===== src/rtl/camera_capture_packer_if.sv =====
// Sensor capture bus plus FIFO write port of the camera capture packer.
// master = packer side (samples the sensor, drives the FIFO write strobe).
interface camera_capture_packer_if;
  logic        vsync;
  logic        href;
  logic [7:0]  camData;
  logic        fifoFull;
  logic        fifoPush;
  logic [17:0] fifoData;

  modport master (
    input  vsync, href, camData, fifoFull,
    output fifoPush, fifoData
  );

  modport slave (
    output vsync, href, camData, fifoFull,
    input  fifoPush, fifoData
  );
endinterface


===== src/rtl/camera_capture_packer.sv =====
// PCLK-domain front end: packs sensor byte pairs into {sof, eol, rgb565} words for the pixel FIFO.
// A pixel is pushed two cycles after its low byte is on camData; fifoFull at completion drops the frame.
module camera_capture_packer #(
  parameter int LINE_PIXELS = 640,
  parameter int FRAME_LINES = 480,
  parameter int COUNT_WIDTH = 16
) (
  input  logic                    clock,
  input  logic                    reset,
  input  logic                    enable,
  camera_capture_packer_if.master cam,
  output logic [COUNT_WIDTH-1:0]  frameCount,
  output logic                    overflow,
  output logic                    lineError,
  output logic                    busy
);

  localparam int COL_W  = $clog2(LINE_PIXELS + 1);
  localparam int LINE_W = $clog2(FRAME_LINES + 1);

  typedef enum logic [1:0] {IDLE, ACTIVE, DROP} state_t;

  state_t                 state_q, state_d;
  logic                   vsync_r_q, vsync_r2_q, href_r_q, href_r2_q;
  logic [7:0]             data_r_q;
  logic                   phase_q, phase_d;
  logic [7:0]             high_q, high_d;
  logic [COL_W-1:0]       col_q, col_d;
  logic [LINE_W-1:0]      line_q, line_d;
  logic                   sof_pend_q, sof_pend_d;
  logic                   push_q, push_d;
  logic [17:0]            data_q, data_d;
  logic [COUNT_WIDTH-1:0] frame_cnt_q, frame_cnt_d;
  logic                   ovf_q, ovf_d;
  logic                   lerr_q, lerr_d;

  logic vs_rise, vs_fall, href_fall, line_ok;

  assign vs_rise   = vsync_r_q & ~vsync_r2_q;
  assign vs_fall   = ~vsync_r_q & vsync_r2_q;
  assign href_fall = ~href_r_q & href_r2_q;
  // Lines past FRAME_LINES are ignored entirely; the line counter saturates there.
  assign line_ok   = line_q < LINE_W'(FRAME_LINES);

  always_comb begin
    state_d     = state_q;
    phase_d     = phase_q;
    high_d      = high_q;
    col_d       = col_q;
    line_d      = line_q;
    sof_pend_d  = sof_pend_q;
    push_d      = 1'b0;
    data_d      = data_q;
    frame_cnt_d = frame_cnt_q;
    ovf_d       = ovf_q;
    lerr_d      = lerr_q;

    case (state_q)
      IDLE: begin
        if (vs_fall && enable) begin
          state_d    = ACTIVE;
          phase_d    = 1'b0;
          col_d      = '0;
          line_d     = '0;
          sof_pend_d = 1'b1;
        end
      end
      ACTIVE: begin
        // A vsync edge wins over any line activity in the same cycle.
        if (vs_rise) begin
          state_d = IDLE;
          if (line_q != '0) frame_cnt_d = frame_cnt_q + COUNT_WIDTH'(1);
          if (href_r_q && line_ok) lerr_d = 1'b1;
        end else if (href_r_q) begin
          if (line_ok) begin
            if (!phase_q) begin
              high_d  = data_r_q;
              phase_d = 1'b1;
            end else begin
              phase_d = 1'b0;
              if (col_q == COL_W'(LINE_PIXELS)) begin
                lerr_d = 1'b1;
              end else if (cam.fifoFull) begin
                ovf_d   = 1'b1;
                state_d = DROP;
              end else begin
                push_d     = 1'b1;
                data_d     = {sof_pend_q, col_q == COL_W'(LINE_PIXELS - 1), high_q, data_r_q};
                sof_pend_d = 1'b0;
                col_d      = col_q + COL_W'(1);
              end
            end
          end
        end else if (href_fall) begin
          if (line_ok) begin
            if (col_q != COL_W'(LINE_PIXELS) || phase_q) lerr_d = 1'b1;
            line_d = line_q + LINE_W'(1);
          end
          phase_d = 1'b0;
          col_d   = '0;
        end
      end
      DROP: begin
        if (vs_rise) state_d = IDLE;
      end
      default: state_d = IDLE;
    endcase
  end

  always_ff @(posedge clock or negedge reset) begin
    if (!reset) begin
      state_q     <= IDLE;
      vsync_r_q   <= 1'b0;
      vsync_r2_q  <= 1'b0;
      href_r_q    <= 1'b0;
      href_r2_q   <= 1'b0;
      data_r_q    <= '0;
      phase_q     <= 1'b0;
      high_q      <= '0;
      col_q       <= '0;
      line_q      <= '0;
      sof_pend_q  <= 1'b0;
      push_q      <= 1'b0;
      data_q      <= '0;
      frame_cnt_q <= '0;
      ovf_q       <= 1'b0;
      lerr_q      <= 1'b0;
    end else begin
      state_q     <= state_d;
      vsync_r_q   <= cam.vsync;
      vsync_r2_q  <= vsync_r_q;
      href_r_q    <= cam.href;
      href_r2_q   <= href_r_q;
      data_r_q    <= cam.camData;
      phase_q     <= phase_d;
      high_q      <= high_d;
      col_q       <= col_d;
      line_q      <= line_d;
      sof_pend_q  <= sof_pend_d;
      push_q      <= push_d;
      data_q      <= data_d;
      frame_cnt_q <= frame_cnt_d;
      ovf_q       <= ovf_d;
      lerr_q      <= lerr_d;
    end
  end

  assign cam.fifoPush = push_q;
  assign cam.fifoData = data_q;
  assign frameCount   = frame_cnt_q;
  assign overflow     = ovf_q;
  assign lineError    = lerr_q;
  assign busy         = (state_q != IDLE);

endmodule

===== src/flat_wrapper.sv =====
// flat-port wrapper written by rule: the top's interface ports become plain ports
module camera_capture_packer_flat 
#(
  parameter int LINE_PIXELS = 640,
  parameter int FRAME_LINES = 480,
  parameter int COUNT_WIDTH = 16
)
  (clock, reset, enable, frameCount, overflow, lineError, busy, cam_vsync, cam_href, cam_camData, cam_fifoFull, cam_fifoPush, cam_fifoData);
  camera_capture_packer_if cam_i ();
  input  logic clock;
  input  logic reset;
  input  logic enable;
  output logic [COUNT_WIDTH-1:0] frameCount;
  output logic overflow;
  output logic lineError;
  output logic busy;
  input wire logic [$bits(cam_i.vsync)-1:0] cam_vsync;
  input wire logic [$bits(cam_i.href)-1:0] cam_href;
  input wire logic [$bits(cam_i.camData)-1:0] cam_camData;
  input wire logic [$bits(cam_i.fifoFull)-1:0] cam_fifoFull;
  output wire logic [$bits(cam_i.fifoPush)-1:0] cam_fifoPush;
  output wire logic [$bits(cam_i.fifoData)-1:0] cam_fifoData;
  assign cam_i.vsync = cam_vsync;
  assign cam_i.href = cam_href;
  assign cam_i.camData = cam_camData;
  assign cam_i.fifoFull = cam_fifoFull;
  assign cam_fifoPush = cam_i.fifoPush;
  assign cam_fifoData = cam_i.fifoData;
  camera_capture_packer #(.LINE_PIXELS(LINE_PIXELS), .FRAME_LINES(FRAME_LINES), .COUNT_WIDTH(COUNT_WIDTH)) u_core (.clock(clock), .reset(reset), .enable(enable), .cam(cam_i), .frameCount(frameCount), .overflow(overflow), .lineError(lineError), .busy(busy));
endmodule

===== config.mk =====
export PLATFORM = sky130hd
export DESIGN_NAME = camera_capture_packer_flat
export DESIGN_NICKNAME = d
export VERILOG_FILES = /design/src/rtl/camera_capture_packer_if.sv /design/src/rtl/camera_capture_packer.sv /design/src/flat_wrapper.sv
export SDC_FILE = /design/constraint.sdc
export NUM_CORES = 1
export LEC_CHECK = 0
export CAP_MARGIN = 20
export CORE_AREA = 2 2 69 136
export DETAILED_ROUTE_END_ITERATION = 10
export DIE_AREA = 0 0 71 138
export GPL_ROUTABILITY_DRIVEN = 1
export HOLD_SLACK_MARGIN = 0.1
export PLACE_DENSITY_LB_ADDON = 0.08
export SLEW_MARGIN = 15
export SYNTH_ARGS = -nofsm -noshare
export SYNTH_HDL_FRONTEND = slang
export SYNTH_SLANG_ARGS = --single-unit

===== constraint.sdc =====
create_clock -name clock -period 2.9 [get_ports clock]
set_clock_uncertainty 0.15 [all_clocks]
set_input_delay 0.29 -clock clock [delete_from_list [all_inputs] [get_ports clock]]
set_output_delay 0.29 -clock clock [all_outputs]
set_load 0.02 [all_outputs]

Word level (Yosys, flattened, before mapping)
Index checks and enable logic that the tools add are counted.
{"block": "totals", "reg_bits": 80, "latch_bits": 0, "ram_bits": 0, "romBits": 0, "in_bits": 14, "out_inout_bits": 38, "wordCells": 134, "memories": 0}
{"block": "op_classes", "n_addsub": 3, "multipliers": 0, "div": 0, "order_cmp": 1, "eq_ne": 30, "n_shift": 0, "muxes": 55, "bitwise_logic": 10, "reduce_logical": 19}
{"operator": "$mux W10", "count": 8}
{"operator": "$mux W9", "count": 5}
{"operator": "$mux W1", "count": 29}
{"operator": "$reduce_and A8 Y1", "count": 3}
{"operator": "$ne A3 B3 Y1 const B", "count": 7}
{"operator": "$reduce_and A7 Y1", "count": 3}
{"operator": "$eq A10 B10 Y1 const B", "count": 2}
{"operator": "$pmux W10 S2", "count": 1}
{"operator": "$pmux W9 S2", "count": 1}
{"operator": "$add A16 B1 Y16 const B", "count": 1}
{"operator": "$mux W2", "count": 8}
{"operator": "$ne A2 B1 Y1 const B", "count": 6}
{"operator": "$ne A3 B1 Y1 const B", "count": 4}
{"operator": "$add A10 B1 Y10 const B", "count": 1}
{"operator": "$ne A10 B10 Y1 const B", "count": 1}
{"operator": "$ne A2 B2 Y1 const B", "count": 5}
{"operator": "$reduce_and A5 Y1", "count": 2}
{"operator": "$add A9 B1 Y9 const B", "count": 1}
{"operator": "$lt A9 B9 Y1 const B", "count": 1}
{"operator": "$ne A3 B2 Y1 const B", "count": 3}
{"operator": "$reduce_bool A9 Y1", "count": 1}
{"operator": "$not A1 Y1", "count": 7}
{"operator": "$pmux W2 S3", "count": 1}
{"operator": "$reduce_and A6 Y1", "count": 1}
{"operator": "other kinds (10)", "count": 16}

Longest topological paths before layout
{"block": "logic_depth", "word_depth": 8, "depth_mapped": 8, "depth_no_buf": 6}

Worst setup path before layout
Ideal clock, no wire load.
{"block": "synth_timing", "kind": "register to register", "startpoint": "register u_core.state_q[1]", "endpoint": "register u_core.data_q[0], in the netlist u_core.cam.fifoData[0]", "setup_ps": 125, "t_arrival_ps": 1780, "slack_ps": 845, "path_stages_with_launch": 9, "path_cell_list": "dfrtp_1 -> buf_6 -> nand2b_1 -> buf_6 -> nor3_4 -> nand3_4 -> inv_4 -> buf_12 -> mux2_4"}
{"block": "synth_between", "elab_chain_cells": 2}
{"element": "start, declared", "line": "camera_capture_packer.sv:23", "source": "state_t state_q, state_d;"}
{"element": "start signal, assigned", "line": "camera_capture_packer.sv:129", "source": "state_q <= state_d;"}
{"element": "$eq A2 B1 Y1", "line": "camera_capture_packer.sv:58", "source": "case (state_q)"}
{"element": "$reduce_and A7 Y1 (no source line)"}
{"element": "end signal, assigned", "line": "camera_capture_packer.sv:141", "source": "data_q <= data_d;"}
{"element": "end, declared", "line": "camera_capture_packer.sv:32", "source": "logic [17:0] data_q, data_d;"}
Every way passes these cells.
A chain may end at the register's enable or synchronous reset.

Worst setup path after layout
{"block": "layout_timing", "startpoint": "register u_core.state_q[1]", "endpoint": "register u_core.data_q[13], in the netlist u_core.cam.fifoData[13]"}
Same word-level chain as after synthesis.

==> metrics.yaml <==
path_class: "flip-flop to flip-flop"
post-dp-hpwl_mm: 5.905
end_kind: "flip-flop"
fill_cells: 781
syn_area_sq_um: 3829
r2r-end: "u_core.cam.fifoData[13]"
top_layer: "met4"
yosysMostFrequentCell: "dfrtp_1"
coreArea_sq_um: 8890
num_antenna_cells: 0
post_synth_fa_ha_maj_area_fraction: 0.01634
area_delta_synth_final_pct: 23.50
power.density_nw_per_um2: 773.1
regArea_sq_um: 2002
clockPowerShare: 0.317
p_sw_frac: 0.3043
async_flop_share: 1.000
num_rows: 49
path_clk_slew_ns: 0.06
avgRoutedWirePerCell_um: 16.96
path_max_fanout: 20
met2_length_mm: 4.451
relSlewSlack: 0.4919
grt_pass1_wl_mm: 13.73
die-area_sq_um: 9798
setup_viol: 0
synthFlopType: "dfrtp_1"
post-route-util: 0.5319
pin_count: 52
antenna_found_initial: 0
cts_tree: "yes"
yosys.area_share.simple: 0.1993
placed_cells: 460
yosys-top-cells-area: "dfrtp_1 (52%), mux2_4 (7.1%), xnor2_1 (2.7%)"
gp_congestion: 0.8494
worstHoldPathType: "primary input to flip-flop"
holdCritStartpoint: "cam_href"
cp.arrival_ns: 2.48
numCtsBuffers: 9
wl_met1_mm: 3.134
worstSkewPairLatency_ns: 0.34
cts_resized: 0
drc: 0
ys_seq_elements: 80
synth_common_cells: "dfrtp_1 (80), nand2_1 (24), nand3_1 (19)"
numPortBuffers: 51
power.internal_mw: 2.543
dieHeight_um: 138
multiInputGateArea_sq_um: 1674
max-vdd-ir-drop_mv: 0.3913
drt_wl_total_mm: 8.109
fin_tns_setup_ns: 0
drive_above_1_share: 0.1463
crit_required_ns: 2.97
outcome: "completed"
dr.pass1.iters: 4
finalCritPeriodShare: 0.8329
syn_area_per_cell_sq_um: 12.08
max_freq_mhz: 414.0
finalHoldViolCount: 0
power.switching_mw: 1.112
cts_num_sinks: 80
tightest_slew_ns: 0.7586
rr_startpoint: "u_core.state_q[1]"
ys_types: 60
cp-start-kind: "flip-flop"
period_minus_slack_ns: 2.415
maxCapViolCount: 0
r2r_slack_ns: 0.48
hold_path_end: "u_core.href_r_q"
routed_via_density: 5.531
gr-total-overflow: 0
antenna_left: 0
synthCells: 317
grt_max_degree: 81
reg2reg_depth: 5
synth_top_family_by_area: "simple AND/OR/NAND/NOR gates"
start_util: 0.4307
synth-edff-count: 0
holdPathStages: 1
layoutNonFillerInstCount: 478
cts_max_path_buffers: 2
drtIter0Drc: 189
synth_compound_area_frac: 0.06667
synth_warnings: 0
synth_top_area_cell: "dfrtp_1"
fin_nets: 390
vias: 2644
rsz0062_at_grt: "false"
synth_nets: 336
synth_top_area_frac: 0.5229
cts_setup_buffers: 0
yosysSeqAreaShare: 0.5229
fp.dieW_um: 71
ctsRootBufferMaster: "clkbuf_16"
met3_length_um: 243
pwr-share-comb: 0.266
h-tree-depth: 3
synth_xor_area_frac: 0.03431
leakage_nw: 1.987
synth_mux_area_frac: 0.1206
slew_viol_final: 0
grtUsageTotal: 0.1775
pwr-share-seq: 0.417
grt_pass1_vias: 2725
[flip-flops by register name (all words and copies together), names as in the netlist, 2 cells and up]
name and cells:
u_core.frameCount 16, u_core.col_q 10, u_core.data_r_q 8, u_core.cam.fifoData 18
u_core.high_q 8, u_core.state_q 2, u_core.line_q 9
[logic make-up (layout without fill, tap and decap cells)]
kind of cell	after synthesis	count (layout)
DFF	80	80
adders and majority gates	5	5
xor gates and xnor gates	15	15
AOI/OAI and AO/OA	31	31
muxes	36	36
buffers and inverters	26	85
and+or+nand+nor	124	124
[routing by layer]
metal / vias to the layer above / track usage
li1: 1273 / -
met1: 1295 / 0.2023
met2: 58 / 0.3060
met3: 18 / 0.03353
met4: 0 / 0.09633
met5: - / 0
[repair_timing]
item	in CTS	in global routing
endpoints found under the hold margin	80	0
setup endpoints to repair	0	0
hold buffers	1	0
[through the flow]
| step | power (mW) | instance area [sq um] | worst slack [ns] | hold slack (ns) |
|---|---|---|---|---|
| 6_report | 3.655 | 4728 | 0.4846 | 0.2373 |
| 5_1_grt | 3.849 | 4728 | 0.3357 | 0.2332 |
| 4_1_cts | 3.704 | 4708 | 0.4559 | 0.2268 |
| 3_5_place_dp | 2.526 | 4389 | 0.4600 | 0.2726 |
| 3_3_place_gp | 2.508 | 4389 | 0.5031 | 0.2685 |
| 2_1_floorplan | 2.094 | 3829 | 0.8450 | -0.1556 |
[critical path, stage by stage (launching register included)]
cell and delay (ns):
dfrtp_1 0.47, nand2b_1 0.36, nor3_4 0.48, nand3_4 0.18, inv_4 0.31, mux2_4 0.33
[layout by cell type, fill, tap and decap left out, types with 4 or more instances in the layout]
cell and n:
dfrtp_1 80, clkdlybuf4s50_1 50, nand2_1 24, nand3_1 19, mux2_4 18, nand4_1 16, xnor2_1 12, inv_1 11
nand2b_1 9, mux2i_1 9, clkbuf_16 9, and3_1 8, mux2_1 8, nor3_1 7, nor4_1 7, nor2_1 6
o221ai_1 6, ha_1 5, buf_4 5, o21ai_0 4, o31ai_1 4, inv_6 4
[worst max-delay path by stage]
stage | depth (start not counted) | startpoint | endpoint | slack, ns
after floorplan | 8 | u_core.state_q[1] | u_core.cam.fifoData[0] | 0.85
after global placement | 5 | cam_fifoFull | u_core.cam.fifoData[7] | 0.50
after detailed placement | 5 | u_core.state_q[1] | u_core.cam.fifoData[0] | 0.46
after CTS | 5 | u_core.state_q[1] | u_core.cam.fifoData[0] | 0.46
after global routing | 5 | u_core.state_q[1] | u_core.cam.fifoData[1] | 0.34
final | 5 | u_core.state_q[1] | u_core.cam.fifoData[13] | 0.48
[power groups by stage]
stage | sequential (mW) | clock [mW] | combinational, mW
after floorplan | 1.65 | 0 | 0.448
after global placement | 1.54 | 0 | 0.965
after detailed placement | 1.55 | 0 | 0.981
after CTS | 1.53 | 1.19 | 0.984
after global routing | 1.55 | 1.24 | 1.05
final | 1.52 | 1.16 | 0.972
[layout make-up]
| cell class | instances | share of cell area |
|---|---|---|
| multi-input cells | 211 | 0.3541 |
| clock inverters | 7 | 0.01773 |
| clock buffers | 9 | 0.04763 |
| repair buffers | 57 | 0.1201 |
| well taps | 102 | 0.02699 |
| inverters | 12 | 0.01006 |
| flip-flops and latches | 80 | 0.4234 |
(Power assumes the default switching activity.)
